$ cat config.mk
export PLATFORM = sky130hd
export DESIGN_NAME = dispatch
export DESIGN_NICKNAME = d
export VERILOG_FILES = /design/src/rtl/dispatch.sv
export SDC_FILE = /design/constraint.sdc
export NUM_CORES = 1
export LEC_CHECK = 0
export CAP_MARGIN = 20
export CORE_UTILIZATION = 25
export DETAILED_ROUTE_END_ITERATION = 6
export PLACE_DENSITY = 0.57
export RECOVER_POWER = 50
export SLEW_MARGIN = 25
export SYNTH_ARGS = -nofsm -noshare
export SYNTH_HDL_FRONTEND = slang
export SYNTH_SLANG_ARGS = --single-unit
$ cat constraint.sdc
create_clock -name clk -period 4.1 [get_ports clk]
set_input_delay 0.82 -clock clk [delete_from_list [all_inputs] [get_ports clk]]
set_output_delay 0.82 -clock clk [all_outputs]
set_load 0.02 [all_outputs]
$ cat src/rtl/dispatch.sv
// rtl/dispatch.sv - in-order two-entry dispatch buffer feeding ALU, branch and LSU reservation stations
//
// Purpose: buffers renamed instructions in a 2-deep in-order FIFO, classifies
// each by opcode at enqueue, and hands the head to its reservation station
// while allocating the ROB tail entry in the same cycle.
//
// Ports:
//   clk, reset            - clock, synchronous active-high reset
//   valid_in, r_data,
//   Opcode, ready_out     - rename-side handshake (enqueue on valid_in & ready_out)
//   rob_full, rob_index,
//   rob_alloc             - ROB availability, tail index, allocate pulse
//   alu_full, br_full,
//   lsu_full              - reservation station full flags
//   di_en_alu, di_en_br,
//   di_en_lsu             - reservation station write strobes
//   data_out, opcode_out,
//   fu_out, rob_index_out - head instruction presented to all stations
//   mispredict            - flush request

package dispatch_pkg;
  typedef struct packed {
    logic [5:0]  ps1;
    logic [5:0]  ps2;
    logic [5:0]  pd_new;
    logic [5:0]  pd_old;
    logic [31:0] imm;
    logic [4:0]  rob_tag;
  } rename_data;

  localparam logic [1:0] FU_ALU = 2'd0;
  localparam logic [1:0] FU_BR  = 2'd1;
  localparam logic [1:0] FU_LSU = 2'd2;
endpackage

module dispatch
  import dispatch_pkg::*;
(
  input  logic       clk,
  input  logic       reset,
  input  logic       valid_in,
  input  rename_data r_data,
  input  logic [6:0] Opcode,
  output logic       ready_out,
  input  logic       rob_full,
  input  logic [4:0] rob_index,
  output logic       rob_alloc,
  input  logic       alu_full,
  input  logic       br_full,
  input  logic       lsu_full,
  output logic       di_en_alu,
  output logic       di_en_br,
  output logic       di_en_lsu,
  output rename_data data_out,
  output logic [6:0] opcode_out,
  output logic [1:0] fu_out,
  output logic [4:0] rob_index_out,
  input  logic       mispredict
);

  logic [1:0] count_q, count_d;
  logic       rd_ptr_q, rd_ptr_d;
  logic       wr_ptr_q, wr_ptr_d;
  rename_data data_q [2];
  rename_data data_d [2];
  logic [6:0] op_q   [2];
  logic [6:0] op_d   [2];
  logic [1:0] fu_q   [2];
  logic [1:0] fu_d   [2];

  logic       head_valid;
  logic [1:0] head_fu;
  logic       head_st_full;
  logic       dispatch_go;
  logic       enq;
  logic [1:0] in_fu;

  // Opcode class; anything not a branch or memory op goes to the ALU.
  always_comb begin
    in_fu = FU_ALU;
    case (Opcode)
      7'b1100011, 7'b1101111, 7'b1100111: in_fu = FU_BR;
      7'b0000011, 7'b0100011:             in_fu = FU_LSU;
      default:                            in_fu = FU_ALU;
    endcase
  end

  assign ready_out = (count_q < 2'd2) && !mispredict;
  assign enq       = valid_in && ready_out;

  always_comb begin
    head_valid = (count_q != 2'd0);
    head_fu    = fu_q[rd_ptr_q];
    case (head_fu)
      FU_ALU:  head_st_full = alu_full;
      FU_BR:   head_st_full = br_full;
      FU_LSU:  head_st_full = lsu_full;
      default: head_st_full = 1'b1;
    endcase
    dispatch_go = head_valid && !rob_full && !head_st_full && !mispredict;
  end

  always_comb begin
    di_en_alu     = dispatch_go && (head_fu == FU_ALU);
    di_en_br      = dispatch_go && (head_fu == FU_BR);
    di_en_lsu     = dispatch_go && (head_fu == FU_LSU);
    rob_alloc     = dispatch_go;
    rob_index_out = rob_index;
    data_out      = '0;
    opcode_out    = '0;
    fu_out        = '0;
    if (head_valid) begin
      data_out   = data_q[rd_ptr_q];
      opcode_out = op_q[rd_ptr_q];
      fu_out     = head_fu;
    end
  end

  always_comb begin
    count_d  = count_q;
    rd_ptr_d = rd_ptr_q;
    wr_ptr_d = wr_ptr_q;
    data_d   = data_q;
    op_d     = op_q;
    fu_d     = fu_q;
    if (mispredict) begin
      // Flush drops everything in flight, including any instruction
      // offered this cycle (ready_out is already low).
      count_d  = 2'd0;
      rd_ptr_d = 1'b0;
      wr_ptr_d = 1'b0;
    end else begin
      if (enq) begin
        data_d[wr_ptr_q] = r_data;
        op_d[wr_ptr_q]   = Opcode;
        fu_d[wr_ptr_q]   = in_fu;
        wr_ptr_d         = ~wr_ptr_q;
      end
      if (dispatch_go) begin
        rd_ptr_d = ~rd_ptr_q;
      end
      case ({enq, dispatch_go})
        2'b10:   count_d = count_q + 2'd1;
        2'b01:   count_d = count_q - 2'd1;
        default: count_d = count_q;
      endcase
    end
  end

  always_ff @(posedge clk) begin
    if (reset) begin
      count_q  <= 2'd0;
      rd_ptr_q <= 1'b0;
      wr_ptr_q <= 1'b0;
      data_q   <= '{default: '0};
      op_q     <= '{default: '0};
      fu_q     <= '{default: '0};
    end else begin
      count_q  <= count_d;
      rd_ptr_q <= rd_ptr_d;
      wr_ptr_q <= wr_ptr_d;
      data_q   <= data_d;
      op_q     <= op_d;
      fu_q     <= fu_d;
    end
  end

endmodule

==> summary.md, run 1 <==
| Metric | Value |
|---|---|
| Critical Path Start Type | flip-flop |
| Non-Filler Instances | 1262 |
| Rel. slew slack | -22.4% |
| Io pins | 161 |
| Core area | 24300 µm² |
| Fillers | 2562 |
| Hold Buf Count CTS | 0 |
| GR Util All Layers | 14.0% |
| Clock Tree Buf Depth | 2 |
| Clk_lat worst skew | 0.42 ns |
| Post-synth top area share | 46.4% |
| Worst setup path class | flip-flop to output pin |
| CTS root buf | clkbuf_16 |
| Tmin final | 3.71 ns |
| Starting density of the core | 25.6% |
| PortBufs | 150 |
| Placed wire-length estimate | 10.9 mm |
| Ys flop type | dfxtp_1 |
| Post-Place Cells | 1230 |
| Overall routed net length | 17.7 mm |
| Failing checks | max-capacitance violations, max-slew violations |
| CTS Sinks | 144 |
| Final #Nets | 1007 |
| N_diodes | 0 |
| Ranking of synthesized cells by area | dfxtp_1, nand2_1, mux2i_1 |
| Synth warnings | 0 |
| Status | finished, violations left |
| Worst Tran Pin Value | 1.84 ns |
| Final setup violation count | 0 |
| Fmax | 0.269 GHz |
| Worst Setup SP | rd_ptr_q |
| CP Max Fanout | 73 |
| Post-synth EDFFs | 0 |
| HP Class | flip-flop to flip-flop |
| Resized Gates After CTS | 0 |
| Total number of vias | 5632 |
| R2R Setup Slk | 1.39 ns |
| Synthesis-stage register bit count | 144 |
| Syn_nets | 895 |
| Die height | 160 µm |
| Worst hold slack | 0.453 ns |
| Area leader, netlist | dfxtp_1 |
| CTS H-Tree Depth | 4 |
| Die area | 25500 µm² |
| Register-to-Register Path Depth | 5 |
| Post-Synthesis Cells | 813 |
| Vias in the first global route | 5424 |
| Iter 0 DRT Violations | 268 |
| Crit end category | output pin |
| Peak supply drop | 0.213 mV |
| Total setup buffers inserted after CTS | 0 |
| Die Span X | 160 µm |
| Crit share post-route | 90.6% |
| Synth-to-Final Area Change | 36.7% |
| P per Cell Area | 383 nW/µm² |
| Library cells used by synthesis | 27 |
| GRT overflow | 0 |
| Antenna violation net count after detailed routing | 0 |
| Layout cells sized above 1 | 4.90% |
| Critical Path AT | 2.89 ns |
| Synth Cell Area | 6220 µm² |
| Initial antenna violation count | 0 |
| Setup Skew | 0.00583 ns |
| Final Util | 34.9% |
| DR vias/cell | 4.46 |
| Final Slew Violations | 43 |
| Total CTS buffers | 17 |
| Routed length per instance | 14.0 µm |
| Worst EP required | 3.28 ns |
| Row Count | 57 |
| Initial DRT Pass Iterations | 4 |
| CTS tree | built |
| Crit path to | rob_alloc |
| Leakage Power | 0.00264 µW |
| Hold Vio Cnt, Final | 0 |
| Drt drc | 0 |
| Max-capacitance violation count | 1 |
| Clk slew on worst S/H paths | 0.06 ns |
| Reg2reg end | data_q[74] |
| Setup TNS after final layout | 0 ns |
| Mean Syn Cell Area | 7.65 µm² |
| Register area share after synthesis | 46.4% |
| Largest net degree at the start of global routing | 115 |
| Post-synth ARST share | 0% |
| RSZ-0062 raised after global routing | no |
| Global-route wire length before repair | 28.4 mm |
| Gp weighted congestion | 0.730 |
| RR Startpoint | count_q[1] |
[flip-flops by register name (all words and copies together) (netlist names)]
register  flops
data_q      122
op_q         14
fu_q          4
count_q       2
rd_ptr_q      1
wr_ptr_q      1
[cell usage after synthesis, types with 2 or more instances]
cell and number:
buf_6 8, nor2_1 76, buf_4 5, a21oi_1 140, mux2i_1 73, nor3b_1 2, dfxtp_1 144, xnor2_1 2
nand3_1 2, nor2b_1 2, o21ai_0 2, buf_2 17, nor3_1 6, nand2_1 284, clkbuf_1 38
[metrics by stage]
stage / instance area (µm²) / power (µW) / worst slack (ns)
final: 8500 / 3250 / 0.385
after global routing: 8500 / 3380 / 0.226
after CTS: 8500 / 3300 / 0.320
after detailed placement: 7930 / 1750 / 0.558
after global placement: 7930 / 1750 / 0.569
after floorplan: 6220 / 1630 / 1.49
[worst min-delay path by stage]
stage	start	endpoint	slack [ns]	depth (start not counted)
global placement	op_q[4]	op_q[4]	0.44	2
global route	data_q[75]	data_q[75]	0.47	2
CTS	data_q[55]	data_q[55]	0.45	2
finish	data_q[55]	data_q[55]	0.45	2
floorplan	data_q[100]	data_q[100]	0.44	2
detailed placement	data_q[55]	data_q[55]	0.45	2
[per-layer routing]
layer / GRT usage [%] / vias to the layer above / wire length [µm]
met4: 4.85 / 0 / 239
met1: 17.6 / 2596 / 8320
li1: - / 2865 / -
met3: 3.69 / 21 / 996
met2: 23.2 / 150 / 8140
met5: 0 / - / 0
[layout by cell type (no fill, tap or decap), drive strengths merged, types with 2 or more instances in the layout]
cell type,n
clkinv,5
xnor2,2
o21ai,2
mux2i,73
nor3b,2
nor2,77
clkbuf,24
clkdlybuf4s50,148
a21oi,140
buf,10
nor3,6
nand3,2
bufinv,2
clkinvlp,3
dfxtp,144
nand2,284
nor2b,2
[final cells by class]
type / count / area, µm² / share of cell area (%)
Clock inverter: 10 / 111 / 1.31
Multi-Input combinational cell: 601 / 3000 / 35.4
Tap cell: 324 / 405 / 4.77
Sequential cell: 144 / 2890 / 34.0
Clock buffer: 22 / 464 / 5.46
Timing Repair Buffer: 161 / 1630 / 19.1
[power by group]
group	leakage, µW	switching (µW)	internal, µW	total, µW
combinational	0.00120	143	122	265
sequential	0.00117	19.0	1440	1460
clock	0.000276	608	925	1530
total	0.00264	770	2480	3250
[critical path, cell delays in order (launching register included)]
cell             delay (ns)
dfxtp_4                0.36
buf_12                 0.45
mux2i_1                0.56
mux2i_1                0.15
nor2_1                 0.27
clkdlybuf4s50_1        0.66
[cells by family after synthesis]
group / Yosys count / synth area share [%]
multiplexers: 73 / 11.8
XOR/XNOR: 3 / 0.423
adder cells (fa/ha/maj): 1 / 0.201
flip-flops: 144 / 46.4
AND/OR/NAND/NOR: 379 / 23.6
buffers and inverters: 68 / 5.72
AO/OA/AOI/OAI: 145 / 11.9
Note: power is estimated with default switching activity, not from simulation.
==> run 2: changes to the inputs <==
- CORE_UTILIZATION: 25 -> 44
- PLACE_DENSITY: 0.57 -> 0.83
==> run 2 against run 1 <==
The run still ends with max-capacitance violations, max-slew violations left. Worst hold slack got worse by 0.00063 ns. Sequential share of layout area rose by 0.60 points. Combinational power down 2%. Critical path type is now input port to flip-flop. Largest cell class unchanged.
==> summary.md, run 2 (synthesis results as in run 1) <==
| Metric | Value |
|---|---|
| CP top delay family | simple AND/OR/NAND/NOR gates (was buffers and inverters) |
| Max-capacitance violation count | 2 (was 1) |
| Most frequent cells in the layout | nand2_1, clkdlybuf4s50_1, dfxtp_1, a21oi_1, nor2_1 (unchanged) |
| N_diodes | 0 (unchanged) |
| Crit end category | flip-flop (was output pin) |
| Crit path to | data_q[84] (was rob_alloc) |
| Total setup buffers inserted after CTS | 0 (unchanged) |
| Gp weighted congestion | 0.748 (was 0.730) |
| Global-route wire length before repair | 25.3 mm (was 28.4 mm) |
| Clock group share of total power | 48.4% (was 47.1%) |
| Critical Path AT | 3.95 ns (was 2.89 ns) |
| Core area | 13800 µm² (was 24300 µm²) |
| Fmax | 0.277 GHz (was 0.269 GHz) |
| Largest net degree at the start of global routing | 71 (was 115) |
| Instance count on the critical path | 6 (was 5) |
| Largest register FFs | 122 (unchanged) |
| FF/Latch Area | 2880 µm² (was 2890 µm²) |
| Antenna violation net count after detailed routing | 0 (unchanged) |
| Initial antenna violation count | 0 (unchanged) |
| Leakage Power | 0.00266 µW (was 0.00264 µW) |
| Hold Buf Count CTS | 0 (unchanged) |
| R2R Setup Slk | 1.13 ns (was 1.39 ns) |
| Comb pwr share | 7.8% (was 8.1%) |
| Status | finished, violations left (unchanged) |
| Initial DRT Pass Iterations | 5 (was 4) |
| CP max-delay cell | or2_0 (was clkdlybuf4s50_1) |
| Hold Vio Cnt, Final | 0 (unchanged) |
| Peak supply drop | 0.280 mV (was 0.213 mV) |
| Crit share post-route | 88.1% (was 90.6%) |
| Int Power | 2600 µW (was 2480 µW) |
| Clock Tree Buf Depth | 2 (unchanged) |
| P per Cell Area | 399 nW/µm² (was 383 nW/µm²) |
| Placed wire-length estimate | 9.65 mm (was 10.9 mm) |
| NetSw | 726 µW (was 770 µW) |
| CTS H-Tree Depth | 4 (unchanged) |
| Critical Path Start Type | input port (was flip-flop) |
| Setup Skew | 0.00472 ns (was 0.00583 ns) |
| Layout cells sized above 1 | 4.91% (was 4.90%) |
| Rel. slew slack | -46.9% (was -22.4%) |
| Final #Nets | 1007 (unchanged) |
| Io pins | 161 (unchanged) |
| Fillers | 1230 (was 2562) |
| Multi-input logic area | 3000 µm² (about the same) |
| CTS tree | built (unchanged) |
| Cells along the critical path | dlygate4sd3_1 -> or3b_1 -> or2_0 -> buf_12 -> nand2_1 -> a21oi_1 (was buf_12 -> mux2i_1 -> mux2i_1 -> nor2_1 -> clkdlybuf4s50_1) |
| Total number of vias | 5679 (was 5632) |
| Sw Share | 21.8% (was 23.7%) |
| RSZ-0062 raised after global routing | no (unchanged) |
| Die height | 121 µm (was 160 µm) |
| GRT overflow | 0 (unchanged) |
| Placed Instance Area | 7730 µm² (was 7930 µm²) |
| Starting density of the core | 45.0% (was 25.6%) |
| Final Slew Violations | 104 (was 43) |
| Failing checks | max-capacitance violations, max-slew violations (unchanged) |
| Reg power frac | 43.8% (was 44.7%) |
| Synth-to-Final Area Change | 34.1% (was 36.7%) |
| PortBufs | 150 (unchanged) |
| HP Class | flip-flop to flip-flop (unchanged) |
| Tmin final | 3.61 ns (was 3.71 ns) |
| Reg2reg end | data_q[84] (was data_q[74]) |
| Final setup violation count | 0 (unchanged) |
| Iter 0 DRT Violations | 390 (was 268) |
| Design area | 8340 µm² (was 8500 µm²) |
| Most flop-heavy register | data_q (unchanged) |
| Worst path max stage delay | 1.62 ns (was 0.66 ns) |
| Resized Gates After CTS | 0 (unchanged) |
| Clk_lat worst skew | 0.42 ns (about the same) |
| Total CTS buffers | 17 (unchanged) |
| GR Util All Layers | 21.9% (was 14.0%) |
| Overall routed net length | 15.7 mm (was 17.7 mm) |
| Register-to-Register Path Depth | 5 (unchanged) |
| Worst Tran Pin Value | 2.20 ns (was 1.84 ns) |
| Setup TNS after final layout | 0 ns (unchanged) |
| DR vias/cell | 5.09 (was 4.46) |
| Regs by FF count | data_q: 122 flops, op_q: 14 flops, fu_q: 4 flops (unchanged) |
| Row Count | 43 (was 57) |
| CTS root buf | clkbuf_16 (unchanged) |
| Worst EP required | 4.44 ns (was 3.28 ns) |
| Leading cell type in the layout, fill and taps excluded | nand2_1 (unchanged) |
| CP Max Fanout | 39 (was 73) |
| Routed length per instance | 14.1 µm (was 14.0 µm) |
| RR Startpoint | count_q[1] (unchanged) |
| CTS Sinks | 144 (unchanged) |
| Clk slew on worst S/H paths | 0.06 ns (about the same) |
| Worst Setup SP | mispredict (was rd_ptr_q) |
| Worst setup path class | input port to flip-flop (was flip-flop to output pin) |
| Vias in the first global route | 5292 (was 5424) |
| Die Span X | 121 µm (was 160 µm) |
| Drt drc | 0 (unchanged) |
| CP bufs+invs | 2 (unchanged) |
| Die area | 14600 µm² (was 25500 µm²) |
run 2: metal layers:
layer | global-route usage (%) | vias up | wire length, µm
li1 | - | 2863 | -
met1 | 27.0 | 2643 | 7020
met2 | 36.8 | 155 | 7660
met3 | 5.59 | 18 | 819
met4 | 8.02 | 0 | 212
met5 | 0 | - | 0
run 2: through the flow:
| stage | setup WS [ns] | util, % | instances | hold slack [ns] | power [µW] |
|---|---|---|---|---|---|
| 2_1_floorplan | 1.49 | - | 813 | 0.436 | 1630 |
| 3_3_place_gp | 0.648 | 55.9 | 1086 | 0.440 | 1740 |
| 3_5_place_dp | 0.606 | 55.9 | 1086 | 0.446 | 1750 |
| 4_1_cts | 0.601 | 60.3 | 1116 | 0.453 | 3350 |
| 5_1_grt | 0.277 | 60.3 | 1116 | 0.469 | 3440 |
| 6_report | 0.488 | 60.3 | 1116 | 0.452 | 3330 |
run 2: cell type report:
cell class	instances	share of cell area, %
tap	180	2.70
multi-input combinational	601	35.9
clock inverter	11	1.95
clock buffer	19	5.45
sequential	144	34.6
timing repair buffer	161	19.4
run 2: power groups by stage:
stage / sequential [µW] / combinational [µW] / clock (µW)
finish: 1460 / 261 / 1610
global route: 1460 / 284 / 1700
CTS: 1460 / 262 / 1640
detailed placement: 1490 / 261 / 0
global placement: 1480 / 257 / 0
floorplan: 1480 / 146 / 0
run 2: worst min-delay path, delay by kind of cell, from the launching register on:
family | cells | cell delay [ns]
AOI/OAI and AO/OA | 1 | 0.05
DFF | 1 | 0.30
and+or+nand+nor | 1 | 0.05
run 2: worst min-delay path by stage:
stage          slack (ns)         from  cells after the start     endpoint
6_report             0.45   data_q[70]                      2   data_q[70]
2_1_floorplan        0.44  data_q[100]                      2  data_q[100]
3_3_place_gp         0.44      op_q[8]                      2      op_q[8]
4_1_cts              0.45   data_q[70]                      2   data_q[70]
5_1_grt              0.47   data_q[39]                      2   data_q[39]
3_5_place_dp         0.45   data_q[91]                      2   data_q[91]
==> run 3: changes to the inputs <==
- clock period: 4.1 -> 4.3 ns (I/O delays scaled with it)
==> run 3 against run 2 <==
The run still ends with max-capacitance violations, max-slew violations left. Combinational power is 5% lower. Sequential share of layout area hardly changed. Critical path depth decreased by 1. Cell area up 0.14%. Clock-buffer cell count stayed put. Worst hold slack lost 0.00076 ns. Setup slack improved by 0.12 ns. Global-route usage down 0.25 points. Power fell by 2.4%. Register-to-register slack better by 0.22 ns. Largest cell class unchanged.
==> summary.md, run 3 (synthesis results as in run 1) <==
| Metric | Value |
|---|---|
| Status | finished, violations left (unchanged) |
| Failing checks | max-capacitance violations, max-slew violations (unchanged) |
| Sw Share | 22.1% (was 21.8%) |
| Instance count on the critical path | 5 (was 6) |
| Io pins | 161 (unchanged) |
| DR top layer | met4 (unchanged) |
| Met1 wire length | 6.96 mm (was 7.02 mm) |
| Int Power | 2530 µW (was 2600 µW) |
| Hold Path Sink | op_q[6] (was data_q[70]) |
| Register-to-Register Path Depth | 5 (unchanged) |
| Antenna violation net count after detailed routing | 0 (unchanged) |
| Crit end category | output pin (was flip-flop) |
| Row Count | 43 (unchanged) |
| Critical hold path startpoint | op_q[6] (was data_q[70]) |
| Hold Path Depth | 2 (unchanged) |
| Hold Vio Cnt, Final | 0 (unchanged) |
| Overall routed net length | 15.8 mm (was 15.7 mm) |
| Resized Gates After CTS | 0 (unchanged) |
| HP Class | flip-flop to flip-flop (unchanged) |
| Max-capacitance violation count | 1 (was 2) |
| Worst Tran Pin Value | 1.50 ns (was 2.20 ns) |
| Largest net degree at the start of global routing | 57 (was 71) |
| Final setup violation count | 0 (unchanged) |
| Met2 Routed Length | 7.65 mm (was 7.66 mm) |
| Setup Skew | 0.0109 ns (was 0.00472 ns) |
| Critical Path AT | 2.83 ns (was 3.95 ns) |
| Worst setup path class | input port to output pin (was input port to flip-flop) |
| CP bufs+invs | 2 (unchanged) |
| Leakage Power | 0.00266 µW (about the same) |
| Setup TNS after final layout | 0 ns (unchanged) |
| Crit share post-route | 85.8% |
| Vias in the first global route | 5177 (was 5292) |
| CP top delay family | buffers and inverters (was simple AND/OR/NAND/NOR gates) |
| Cells along the critical path | dlygate4sd3_1 -> nor3_1 -> nand2_1 -> nor3b_1 -> clkdlybuf4s50_1 (was dlygate4sd3_1 -> or3b_1 -> or2_0 -> buf_12 -> nand2_1 -> a21oi_1) |
| CTS H-Tree Depth | 4 (unchanged) |
| Design area | 8350 µm² (was 8340 µm²) |
| Comb pwr share | 7.6% (was 7.8%) |
| Most flop-heavy register | data_q (unchanged) |
| Die Span X | 121 µm (unchanged) |
| Fmax | 0.271 GHz |
| Reg2reg end | data_q[7] (was data_q[84]) |
| Starting density of the core | 45.0% (unchanged) |
| Peak supply drop | 0.224 mV (was 0.280 mV) |
| Total CTS buffers | 17 (unchanged) |
| Total number of vias | 5712 (was 5679) |
| CTS tree | built (unchanged) |
| Clock group share of total power | 49.6% (was 48.4%) |
| Most frequent cells in the layout | nand2_1, clkdlybuf4s50_1, dfxtp_1, a21oi_1, nor2_1 (unchanged) |
| NetSw | 716 µW (was 726 µW) |
| P per Cell Area | 389 nW/µm² (was 399 nW/µm²) |
| RR Startpoint | count_q[1] (unchanged) |
| Drt drc | 0 (unchanged) |
| Met3 WL | 921 µm (was 819 µm) |
| Fillers | 1223 (was 1230) |
| Die area | 14600 µm² (unchanged) |
| Tmin final | 3.69 ns |
| Placed wire-length estimate | 9.86 mm (was 9.65 mm) |
| Final Slew Violations | 24 (was 104) |
| Global-route wire length before repair | 24.9 mm (was 25.3 mm) |
| Reg power frac | 42.8% (was 43.8%) |
| Final #Nets | 1007 (unchanged) |
| CTS Sinks | 144 (unchanged) |
| Clk slew on worst S/H paths | 0.06 ns (about the same) |
| R2R Setup Slk | 1.35 ns (was 1.13 ns) |
| Rel. slew slack | -0.292% (was -46.9%) |
| DR vias/cell | 5.10 (was 5.09) |
| Largest register FFs | 122 (unchanged) |
| CP Max Fanout | 8 (was 39) |
| Synth-to-Final Area Change | 34.3% (was 34.1%) |
| Layout cells sized above 1 | 5.01% (was 4.91%) |
| PnR Total Power | 3250 µW (was 3330 µW) |
| CP max-delay cell | dlygate4sd3_1 (was or2_0) |
| Iter 0 DRT Violations | 266 (was 390) |
| Regs by FF count | data_q: 122 flops, op_q: 14 flops, fu_q: 4 flops (unchanged) |
| Clk_lat worst skew | 0.43 ns (was 0.42 ns) |
| PortBufs | 150 (unchanged) |
| Worst path max stage delay | 0.65 ns (was 1.62 ns) |
| Total setup buffers inserted after CTS | 0 (unchanged) |
| Leading cell type in the layout, fill and taps excluded | nand2_1 (unchanged) |
| RSZ-0062 raised after global routing | no (unchanged) |
| Initial DRT Pass Iterations | 6 (was 5) |
| Worst Setup SP | mispredict (unchanged) |
| Placed Instance Area | 7710 µm² (was 7730 µm²) |
| Gp weighted congestion | 0.754 (was 0.748) |
| GR Util All Layers | 21.7% (was 21.9%) |
| Routed length per instance | 14.1 µm (about the same) |
| Worst EP required | 3.44 ns (was 4.44 ns) |
| Die height | 121 µm (unchanged) |
| Core area | 13800 µm² (unchanged) |
| CTS root buf | clkbuf_16 (unchanged) |
| Initial antenna violation count | 1 (was 0) |
| Clock Tree Buf Depth | 2 (unchanged) |
| GRT overflow | 0 (unchanged) |
| Hold Buf Count CTS | 0 (unchanged) |
| Critical Path Start Type | input port (unchanged) |
run 3: changes by cell type in the layout (fill, tap and decap cells not counted), sizes merged:
cell    delta
diode      +1
clkinv     -1
bufinv     +1
inv        +2
run 3: layout make-up:
class	count	area, µm²	area share (%)
clock inverter	13	209	2.50
antenna	1	2.50	0.0300
timing repair buffer	161	1590	19.1
clock buffer	19	443	5.30
tap	180	225	2.70
sequential	144	2880	34.5
multi-input combinational	601	3000	35.9
run 3: power by group through the flow:
stage                     Combinational, µW  Clock (µW)  Sequential [µW]
after global placement                  244           0             1420
after floorplan                         139           0             1410
after global routing                    270        1700             1390
after CTS                               249        1640             1390
final                                   248        1610             1390
after detailed placement                247           0             1420
run 3: layer usage:
| layer | vias up | track usage, % |
|---|---|---|
| met5 | - | 0 |
| met4 | 0 | 8.49 |
| met3 | 20 | 5.78 |
| met2 | 152 | 36.3 |
| met1 | 2668 | 26.5 |
| li1 | 2872 | - |
run 3: metrics by stage:
step | util (%) | instances | setup WS [ns] | hold slack (ns)
finish | 60.4 | 1119 | 0.610 | 0.451
global placement | 55.8 | 1086 | 0.755 | 0.440
floorplan | - | 813 | 1.61 | 0.436
detailed placement | 55.8 | 1086 | 0.731 | 0.446
global route | 60.4 | 1118 | 0.379 | 0.467
CTS | 60.5 | 1118 | 0.704 | 0.454
run 3: worst min-delay path: cells and delay by family, from the launching register on:
family,cells,cell delay (ns)
flip-flops,1,0.30
AND/OR/NAND/NOR,1,0.05
AO/OA/AOI/OAI,1,0.05
run 3: worst max-delay path by stage:
stage / slack [ns] / endpoint
2_1_floorplan: 1.61 / di_en_alu
3_3_place_gp: 0.75 / di_en_alu
3_5_place_dp: 0.73 / di_en_alu
4_1_cts: 0.70 / di_en_alu
5_1_grt: 0.38 / data_q[59]
6_report: 0.61 / di_en_alu
